[src/rtl/s1neuron_seq.sv]
// Time-multiplexes one s1neuron datapath across N neurons: fetch a CRC-coded weight
// vector, present it to the neuron, retry on rfflag, collect H into a result buffer.
module s1neuron_seq #(
    parameter int N        = 4,
    parameter int M        = 8,
    parameter int n        = 32,
    parameter int cl       = 8,
    parameter int MAXRETRY = 3,
    parameter int AW       = (N > 1) ? $clog2(N) : 1
) (
    input  logic                clk_i,
    input  logic                rst_i,
    input  logic                start_i,
    output logic                busy_o,
    output logic                done_o,
    output logic                mem_en_o,
    output logic [AW-1:0]       mem_addr_o,
    input  logic [M*(n+cl)-1:0] mem_rdata_i,
    output logic [M*(n+cl)-1:0] wcrc_o,
    input  logic                nrn_rfflag_i,
    input  logic [n-1:0]        nrn_h_i,
    output logic [N*n-1:0]      h_out_o,
    output logic [N-1:0]        err_mask_o,
    output logic [7:0]          retry_total_o
);
    localparam int WW = M * (n + cl);
    localparam int RW = (MAXRETRY > 0) ? $clog2(MAXRETRY + 1) : 1;

    localparam logic [2:0] S_IDLE  = 3'd0;
    localparam logic [2:0] S_FETCH = 3'd1;
    localparam logic [2:0] S_LOAD  = 3'd2;
    localparam logic [2:0] S_CHECK = 3'd3;
    localparam logic [2:0] S_DONE  = 3'd4;

    logic [2:0]    state_q, state_d;
    logic [AW-1:0] idx_q, idx_d;
    logic [RW-1:0] rcnt_q, rcnt_d;
    logic [WW-1:0] wcrc_q, wcrc_d;
    logic [N*n-1:0] h_out_q, h_out_d;
    logic [N-1:0]  err_q, err_d;
    logic [7:0]    rtot_q, rtot_d;
    logic          advance;

    always_comb begin
        state_d = state_q;
        idx_d   = idx_q;
        rcnt_d  = rcnt_q;
        wcrc_d  = wcrc_q;
        h_out_d = h_out_q;
        err_d   = err_q;
        rtot_d  = rtot_q;
        advance = 1'b0;
        case (state_q)
            S_IDLE: begin
                if (start_i) begin
                    state_d = S_FETCH;
                    idx_d   = '0;
                    rcnt_d  = '0;
                    h_out_d = '0;
                    err_d   = '0;
                    rtot_d  = '0;
                end
            end
            S_FETCH: state_d = S_LOAD;
            S_LOAD: begin
                wcrc_d  = mem_rdata_i;
                state_d = S_CHECK;
            end
            S_CHECK: begin
                if (!nrn_rfflag_i) begin
                    h_out_d[int'(idx_q)*n +: n] = nrn_h_i;
                    advance = 1'b1;
                end else if (rcnt_q < RW'(MAXRETRY)) begin
                    rcnt_d  = rcnt_q + RW'(1);
                    if (rtot_q != 8'hFF) rtot_d = rtot_q + 8'd1;
                    state_d = S_FETCH;
                end else begin
                    // retries exhausted: flag the neuron and zero its slot
                    err_d[idx_q] = 1'b1;
                    h_out_d[int'(idx_q)*n +: n] = '0;
                    advance = 1'b1;
                end
                if (advance) begin
                    if (idx_q == AW'(N - 1)) begin
                        state_d = S_DONE;
                    end else begin
                        idx_d   = idx_q + AW'(1);
                        rcnt_d  = '0;
                        state_d = S_FETCH;
                    end
                end
            end
            S_DONE:  state_d = S_IDLE;
            default: state_d = S_IDLE;
        endcase
    end

    always_ff @(posedge clk_i) begin
        if (rst_i) begin
            state_q <= S_IDLE;
            idx_q   <= '0;
            rcnt_q  <= '0;
            wcrc_q  <= '0;
            h_out_q <= '0;
            err_q   <= '0;
            rtot_q  <= '0;
        end else begin
            state_q <= state_d;
            idx_q   <= idx_d;
            rcnt_q  <= rcnt_d;
            wcrc_q  <= wcrc_d;
            h_out_q <= h_out_d;
            err_q   <= err_d;
            rtot_q  <= rtot_d;
        end
    end

    assign busy_o        = (state_q != S_IDLE);
    assign done_o        = (state_q == S_DONE);
    assign mem_en_o      = (state_q == S_FETCH);
    assign mem_addr_o    = mem_en_o ? idx_q : '0;
    assign wcrc_o        = wcrc_q;
    assign h_out_o       = h_out_q;
    assign err_mask_o    = err_q;
    assign retry_total_o = rtot_q;
endmodule
[config.mk]
export PLATFORM = sky130hd
export DESIGN_NAME = s1neuron_seq
export DESIGN_NICKNAME = d
export VERILOG_FILES = /design/src/rtl/s1neuron_seq.sv
export SDC_FILE = /design/constraint.sdc
export NUM_CORES = 1
export LEC_CHECK = 0
export BUFFER_PORTS_ARGS = -buffer_cell sky130_fd_sc_hd__buf_2
export CAP_MARGIN = 40
export CORE_AREA = 2 2 317 319
export CTS_BUF_LIST = sky130_fd_sc_hd__clkbuf_8
export DETAILED_ROUTE_END_ITERATION = 6
export DIE_AREA = 0 0 319 321
export PLACE_DENSITY = 0.44
export SETUP_SLACK_MARGIN = 0.4
export SLEW_MARGIN = 15
export SYNTH_ARGS = -nofsm -noshare
export SYNTH_HDL_FRONTEND = slang
export SYNTH_SLANG_ARGS = --single-unit
[constraint.sdc]
create_clock -name clk_i -period 3.5 [get_ports clk_i]
set_input_delay 0.175 -clock clk_i [delete_from_list [all_inputs] [get_ports clk_i]]
set_output_delay 0.175 -clock clk_i [all_outputs]
set_load 0.005 [all_outputs]
==> metrics.md, run 1 <==
| Metric | Value |
|---|---|
| Reg clk slew, reported paths | `0.07 ns` |
| Number of remaining DRC errors | `0` |
| Vias in the first global route | `17100` |
| Crit path capture | `wcrc_o[178]$_SDFFE_PP0P_` |
| Post-synth EDFFs | `0` |
| Clock latency on the worst-skew pair | `0.71 ns` |
| Die X | `319 um` |
| RSZ-0062 raised after global routing | `no` |
| Post-route cell area | `0.0272 mm2` |
| CP Max Fanout | `61` |
| Global route total overflow | `0` |
| DPL Wire Length | `46800 um` |
| M1 GR Usage | `14.0%` |
| Layout cells sized above 1 | `32.5%` |
| Reg-to-reg slack, setup | `0.89 ns` |
| Largest net degree at the start of global routing | `169` |
| Power Dens Cells | `481 mW/mm2` |
| Layout area overhead | `70.5%` |
| TritonCTS Buffers | `89` |
| Hold slack | `0.242 ns` |
| Syn. warnings | `0` |
| Die area | `0.102 mm2` |
| IO buf count | `820` |
| GR Util All Layers | `12.5%` |
| Main flop type after synthesis | `dfxtp_1` |
| DR iter-0 viols | `812` |
| Comb pwr share | `14.1%` |
| Worst EP required | `4.13 ns` |
| Crit path launch | `state_q[1]$_SDFFE_PP0P_` |
| Routed WL | `67700 um` |
| Slew @ Worst Pin | `1.03 ns` |
| Fin Setup TNS | `0 ns` |
| Final max-slew violation count | `0` |
| Net Sw Frac | `27.8%` |
| Yosys reg bits | `467` |
| Synth top cells by count | `nand2_1 (645), dfxtp_1 (467), a21oi_1 (326), a22o_1 (128), buf_2 (85)` |
| RR Endpoint | `wcrc_o[178]$_SDFFE_PP0P_` |
| Starting density of the core | `16.0%` |
| Met3 usage | `4.89%` |
| Area leader, netlist | `dfxtp_1` |
| Synth unique cells | `50` |
| Setup ws final | `0.893 ns` |
| Place WS | `0.979 ns` |
| Max H-tree Level | `3` |
| Antenna-violating nets left | `0` |
| R2R depth | `6` |
| Clock Tree Root | `clkbuf_8` |
| Cell Int Power | `0.00943 W` |
| Core box area | `0.0993 mm2` |
| Max-slew headroom | `31.3%` |
| Via count | `16900` |
| Fraction of synthesized cell area taken by the top area cell type | `58.7%` |
| Critical Path Start Type | `flip-flop` |
| Net Count, Synth | `2163` |
| Worst min path class | `input port to flip-flop` |
| Gpl congestion | `0.763` |
| Row Count | `116` |
| Total clock sinks | `467` |
| Share of async-settable or async-resettable flops after synthesis | `0%` |
| Worst VDD drop | `284 uV` |
| Synth Cell Area | `0.0159 mm2` |
| Count leader, synth | `nand2_1` |
| Critical Path End Type | `flip-flop` |
| R2r startpoint | `state_q[1]$_SDFFE_PP0P_` |
| Syn Inst Count | `1799` |
| Die Ht | `321 um` |
| Status | `finished, final reports clean` |
| Critical path class | `flip-flop to flip-flop` |
| Avg Cell Area, Syn | `8.86 um2` |
| Final worst path period share | `74.5%` |
| Final Util | `27.4%` |
| Fin crit period | `2.61 ns` |
| Fmax | `384 MHz` |
| CTS tree | `built` |
| Drt pass-1 iters | `5` |
| Clock Tree Buf Depth | `3` |
| Initial antenna violation count | `4` |
| WL per Instance | `15.5 um` |
| Vias per cell | `3.88` |
| Max cap viols | `0` |
| GRT busiest layer | `met2` |
| Worst Path Arrival | `3.24 ns` |
| Clock power frac | `42.1%` |
| Nets | `3354` |
| Sequential Power Share | `43.8%` |
| Switching power | `0.00363 W` |
| GR met2 Demand/Resource | `21.0%` |
| Fin. Hold Viols | `0` |
| Seq/Total Area, Yosys | `58.7%` |
| Leak Pwr | `12.3 nW` |
| Placement Cell Area | `0.0215 mm2` |
| Final Skew | `0.0466 ns` |
| First-pass GRT wire length | `100000 um` |
| Io pins | `821` |
| Post-CTS setup buffers | `0` |
| Synth top area cells | `dfxtp_1 (59%), nand2_1 (15%), a21oi_1 (10%)` |
| Final setup fails | `0` |
==> metrics by stage <==
stage / power, W / instances
after CTS: 0.0133 / 4355
after detailed placement: 0.00734 / 3809
after floorplan: 0.00653 / 1799
final: 0.0131 / 4359
after global routing: 0.0138 / 4359
after global placement: 0.00731 / 3806
==> metal layers <==
metal / part of all wire, % / vias to the layer above / wire [um]
met2: 48 / 630 / 32200
met5: 0 / - / 0
met4: 2.9 / 0 / 1980
met1: 40 / 7766 / 27300
li1: - / 8425 / -
met3: 9.1 / 107 / 6180
==> how the worst min path moves through the flow <==
stage                           startpoint                         to  slack (ns)  cells after the start
after floorplan                 nrn_h_i[4]  h_out_o[100]$_SDFFE_PP0P_        0.30                      1
after global placement    mem_rdata_i[172]   wcrc_o[172]$_SDFFE_PP0P_        0.41                      3
after detailed placement  mem_rdata_i[164]   wcrc_o[164]$_SDFFE_PP0P_        0.42                      3
after CTS                  mem_rdata_i[93]    wcrc_o[93]$_SDFFE_PP0P_        0.12                      4
after global routing      mem_rdata_i[315]   wcrc_o[315]$_SDFFE_PP0P_        0.18                      4
final                      mem_rdata_i[32]    wcrc_o[32]$_SDFFE_PP0P_        0.24                      4
==> registers in the layout (all words and copies together) (netlist names) <==
| signal | count |
|---|---|
| retry_total_o | 8 |
| rcnt_q | 2 |
| h_out_o | 128 |
| idx_q | 2 |
| wcrc_o | 320 |
| state_q | 3 |
| err_mask_o | 4 |
==> logic make-up (layout without fill, tap and decap cells) <==
logic type	count (synthesis)	in the layout	share of synthesized area, %
and+or+nand+nor	704	704	17.7
AOI/OAI and AO/OA	477	477	18.6
DFF	467	467	58.7
buffers and inverters	142	1400	4.30
adders and majority gates	8	8	0.628
xor gates and xnor gates	1	1	0.0550
other	0	4	0
==> final cells by class <==
cell class | count | area, um2
antenna | 4 | 10.0
clock buffer | 104 | 1430
clock inverter | 54 | 378
fill | 10800 | 72100
inverter | 3 | 11.3
multi-input combinational | 1190 | 5940
sequential | 467 | 9350
tap | 1298 | 1620
timing repair buffer | 1239 | 8430
==> critical path, stage by stage (launching register included) <==
cell and delay [ns]:
dfxtp_1 0.57, nor3b_4 0.38, buf_12 0.29, buf_4 0.33, nand2_1 0.09, a21oi_1 0.17
dlygate4sd3_1 0.58
==> cell usage in the layout (no fill, tap or decap), types with 2 or more instances in the layout <==
cell type / instances
o31ai_1: 4
nand3_1: 12
o21ai_0: 3
nand2_1: 645
nor2_1: 11
and2_1: 2
a21o_2: 3
nor3_1: 6
dlygate4sd3_1: 388
inv_12: 2
bufinv_16: 3
nor3b_4: 2
buf_16: 3
clkinv_2: 7
buf_12: 11
and3_1: 4
a21oi_1: 325
clkbuf_8: 104
buf_2: 819
inv_1: 37
a21oi_4: 3
nor3b_1: 2
dfxtp_1: 467
inv_8: 3
diode_2: 4
nand4_1: 3
a211o_1: 3
ha_1: 8
clkinvlp_4: 3
buf_4: 17
a22o_1: 128
==> repair_timing <==
action	CTS	global route
endpoints found under the hold margin	457	0
hold buffers	388	0
gates resized for setup	0	0
==> power by group through the flow <==
stage | clock network, W | registers [W] | logic, W
after floorplan | 0 | 0.00585 | 0.000684
after global placement | 0 | 0.00583 | 0.00149
after detailed placement | 0 | 0.00583 | 0.00151
after CTS | 0.00574 | 0.00572 | 0.00187
after global routing | 0.00599 | 0.00575 | 0.00203
final | 0.00550 | 0.00572 | 0.00184
Note: power is estimated with default switching activity, not from simulation.
==> run 2: changes to the inputs <==
==> constraint.sdc (replaced) <==
create_clock -name clk_i -period 2.7 [get_ports clk_i]
set_input_delay 0.135 -clock clk_i [delete_from_list [all_inputs] [get_ports clk_i]]
set_output_delay 0.135 -clock clk_i [all_outputs]
set_load 0.005 [all_outputs]
==> metrics.md, run 2 (synthesis results as in run 1) <==
| Metric | Value |
|---|---|
| Final Util | `27.1%` |
| Core box area | `0.0993 mm2` |
| R2R depth | `7` |
| Fill cells | `10800` |
| Max cap viols | `0` |
| Max H-tree Level | `3` |
| Final setup fails | `0` |
| Reg clk slew, reported paths | `0.06 ns` |
| Largest net degree at the start of global routing | `158` |
| Slew @ Worst Pin | `1.14 ns` |
| Via count | `17000` |
| Commonest non-fill, non-tap cell in the layout | `buf_2` |
| Vias per cell | `3.93` |
| Power Dens Cells | `628 mW/mm2` |
| Power Total | `0.0169 W` |
| Die X | `319 um` |
| Most frequent cells in the layout | `buf_2 (819), nand2_1 (645), dfxtp_1 (467)` |
| DR iter-0 viols | `813` |
| CP Max Fanout | `18` |
| Fin Setup TNS | `0 ns` |
| Max-slew headroom | `24.3%` |
| Row Count | `116` |
| Final worst path period share | `77.9%` |
| Nets | `3326` |
| DPL Wire Length | `46700 um` |
| Drt pass-1 iters | `7` |
| Post-CTS setup buffers | `0` |
| Post-route cell area | `0.0269 mm2` |
| Gpl congestion | `0.749` |
| IO buf count | `820` |
| Worst EP required | `3.34 ns` |
| Initial antenna violation count | `2` |
| Die area | `0.102 mm2` |
| Register area | `0.00935 mm2` |
| Fmax | `475 MHz` |
| Global route total overflow | `0` |
| First-pass GRT wire length | `99800 um` |
| Placement Cell Area | `0.0215 mm2` |
| Worst min path class | `input port to flip-flop` |
| Status | `finished, violations left` |
| Worst VDD drop | `312 uV` |
| Fin crit period | `2.10 ns` |
| Failing checks | `DRC` |
| GR Util All Layers | `12.5%` |
| Layout area overhead | `68.8%` |
| TritonCTS Buffers | `87` |
| Vias in the first global route | `16800` |
| Starting density of the core | `16.0%` |
| Clock Tree Buf Depth | `3` |
| Final Skew | `0.0380 ns` |
| Critical path class | `flip-flop to flip-flop` |
| Number of remaining DRC errors | `3` |
| Setup ws final | `0.596 ns` |
| Critical Path End Type | `flip-flop` |
| WL per Instance | `15.7 um` |
| Total clock sinks | `467` |
| CTS tree | `built` |
| Multi-input gate area | `0.00594 mm2` |
| Final max-slew violation count | `0` |
| Clock Tree Root | `clkbuf_8` |
| Routed WL | `67800 um` |
| Leak Pwr | `12.1 nW` |
| Die Ht | `321 um` |
| Layout cells sized above 1 | `33.0%` |
| Io pins | `821` |
| Fin. Hold Viols | `0` |
| Critical Path Start Type | `flip-flop` |
| RSZ-0062 raised after global routing | `no` |
| Max reg flops | `320` |
| Antenna-violating nets left | `0` |
| Clock latency on the worst-skew pair | `0.70 ns` |
| Place WS | `0.561 ns` |
| Worst Path Arrival | `2.74 ns` |
| Hold Crit Depth | `4` |
[run 2: cell types whose count changed in the layout (fill, tap and decap cells not counted), sizes merged]
cell	change
clkinv	+1
buf	+6
clkinvlp	-1
dlygate4sd3	-32
clkbuf	+1
diode	-3
inv	-3
[run 2: report_power, final]
part | switching [W] | leakage [nW] | internal (W) | total, W
sequential | 0.000181 | 3.78 | 0.00724 | 0.00742
clock | 0.00324 | 1.04 | 0.00386 | 0.00709
combinational | 0.00126 | 7.32 | 0.00112 | 0.00238
total | 0.00468 | 12.1 | 0.0122 | 0.0169
[run 2: worst max-delay path: stages (launching register included)]
cell and delay (ns):
dfxtp_1 0.50, inv_1 0.23, ha_1 0.30, nor2_1 0.10, nand3_1 0.17, nor3b_4 0.27
buf_4 0.28, a22o_1 0.18
[run 2: repair_timing]
item                                    CTS  global route
endpoints found under the setup margin    0            20
gates resized for setup                   0             1
endpoints found under the hold margin   459             0
hold buffers                            356             0
[run 2: area by class of cell]
cell class	count	share of cell area [%]
antenna	1	0.00930
clock inverter	51	1.34
multi-input combinational	1190	22.1
clock buffer	105	5.37
tap	1298	6.04
sequential	467	34.8
timing repair buffer	1213	30.4
inverter	3	0.0419
[run 2: per-layer routing]
metal	GRT usage, %	vias up	part of all wire, %
li1	-	8370	-
met1	14.0	7877	40
met2	21.1	621	48
met3	4.77	137	8.6
met4	5.20	2	3.5
met5	0	-	0.013
[run 2: worst paths after layout]
path	startpoint	endpoint	slack [ns]
worst max-delay path	idx_q[0]$_SDFFE_PP0P_	h_out_o[94]$_SDFFE_PP0P_	0.60
worst min-delay path	mem_rdata_i[190]	wcrc_o[190]$_SDFFE_PP0P_	0.22
worst max register to register	idx_q[0]$_SDFFE_PP0P_	h_out_o[94]$_SDFFE_PP0P_	0.60
worst min register to register	wcrc_o[110]$_SDFFE_PP0P_	wcrc_o[110]$_SDFFE_PP0P_	0.45
[run 2: through the flow]
stage / std cells / hold slack (ns)
final: 4328 / 0.221
after floorplan: 1799 / 0.260
after CTS: 4327 / 0.0903
after detailed placement: 3815 / 0.381
after global placement: 3811 / 0.375
after global routing: 4327 / 0.148
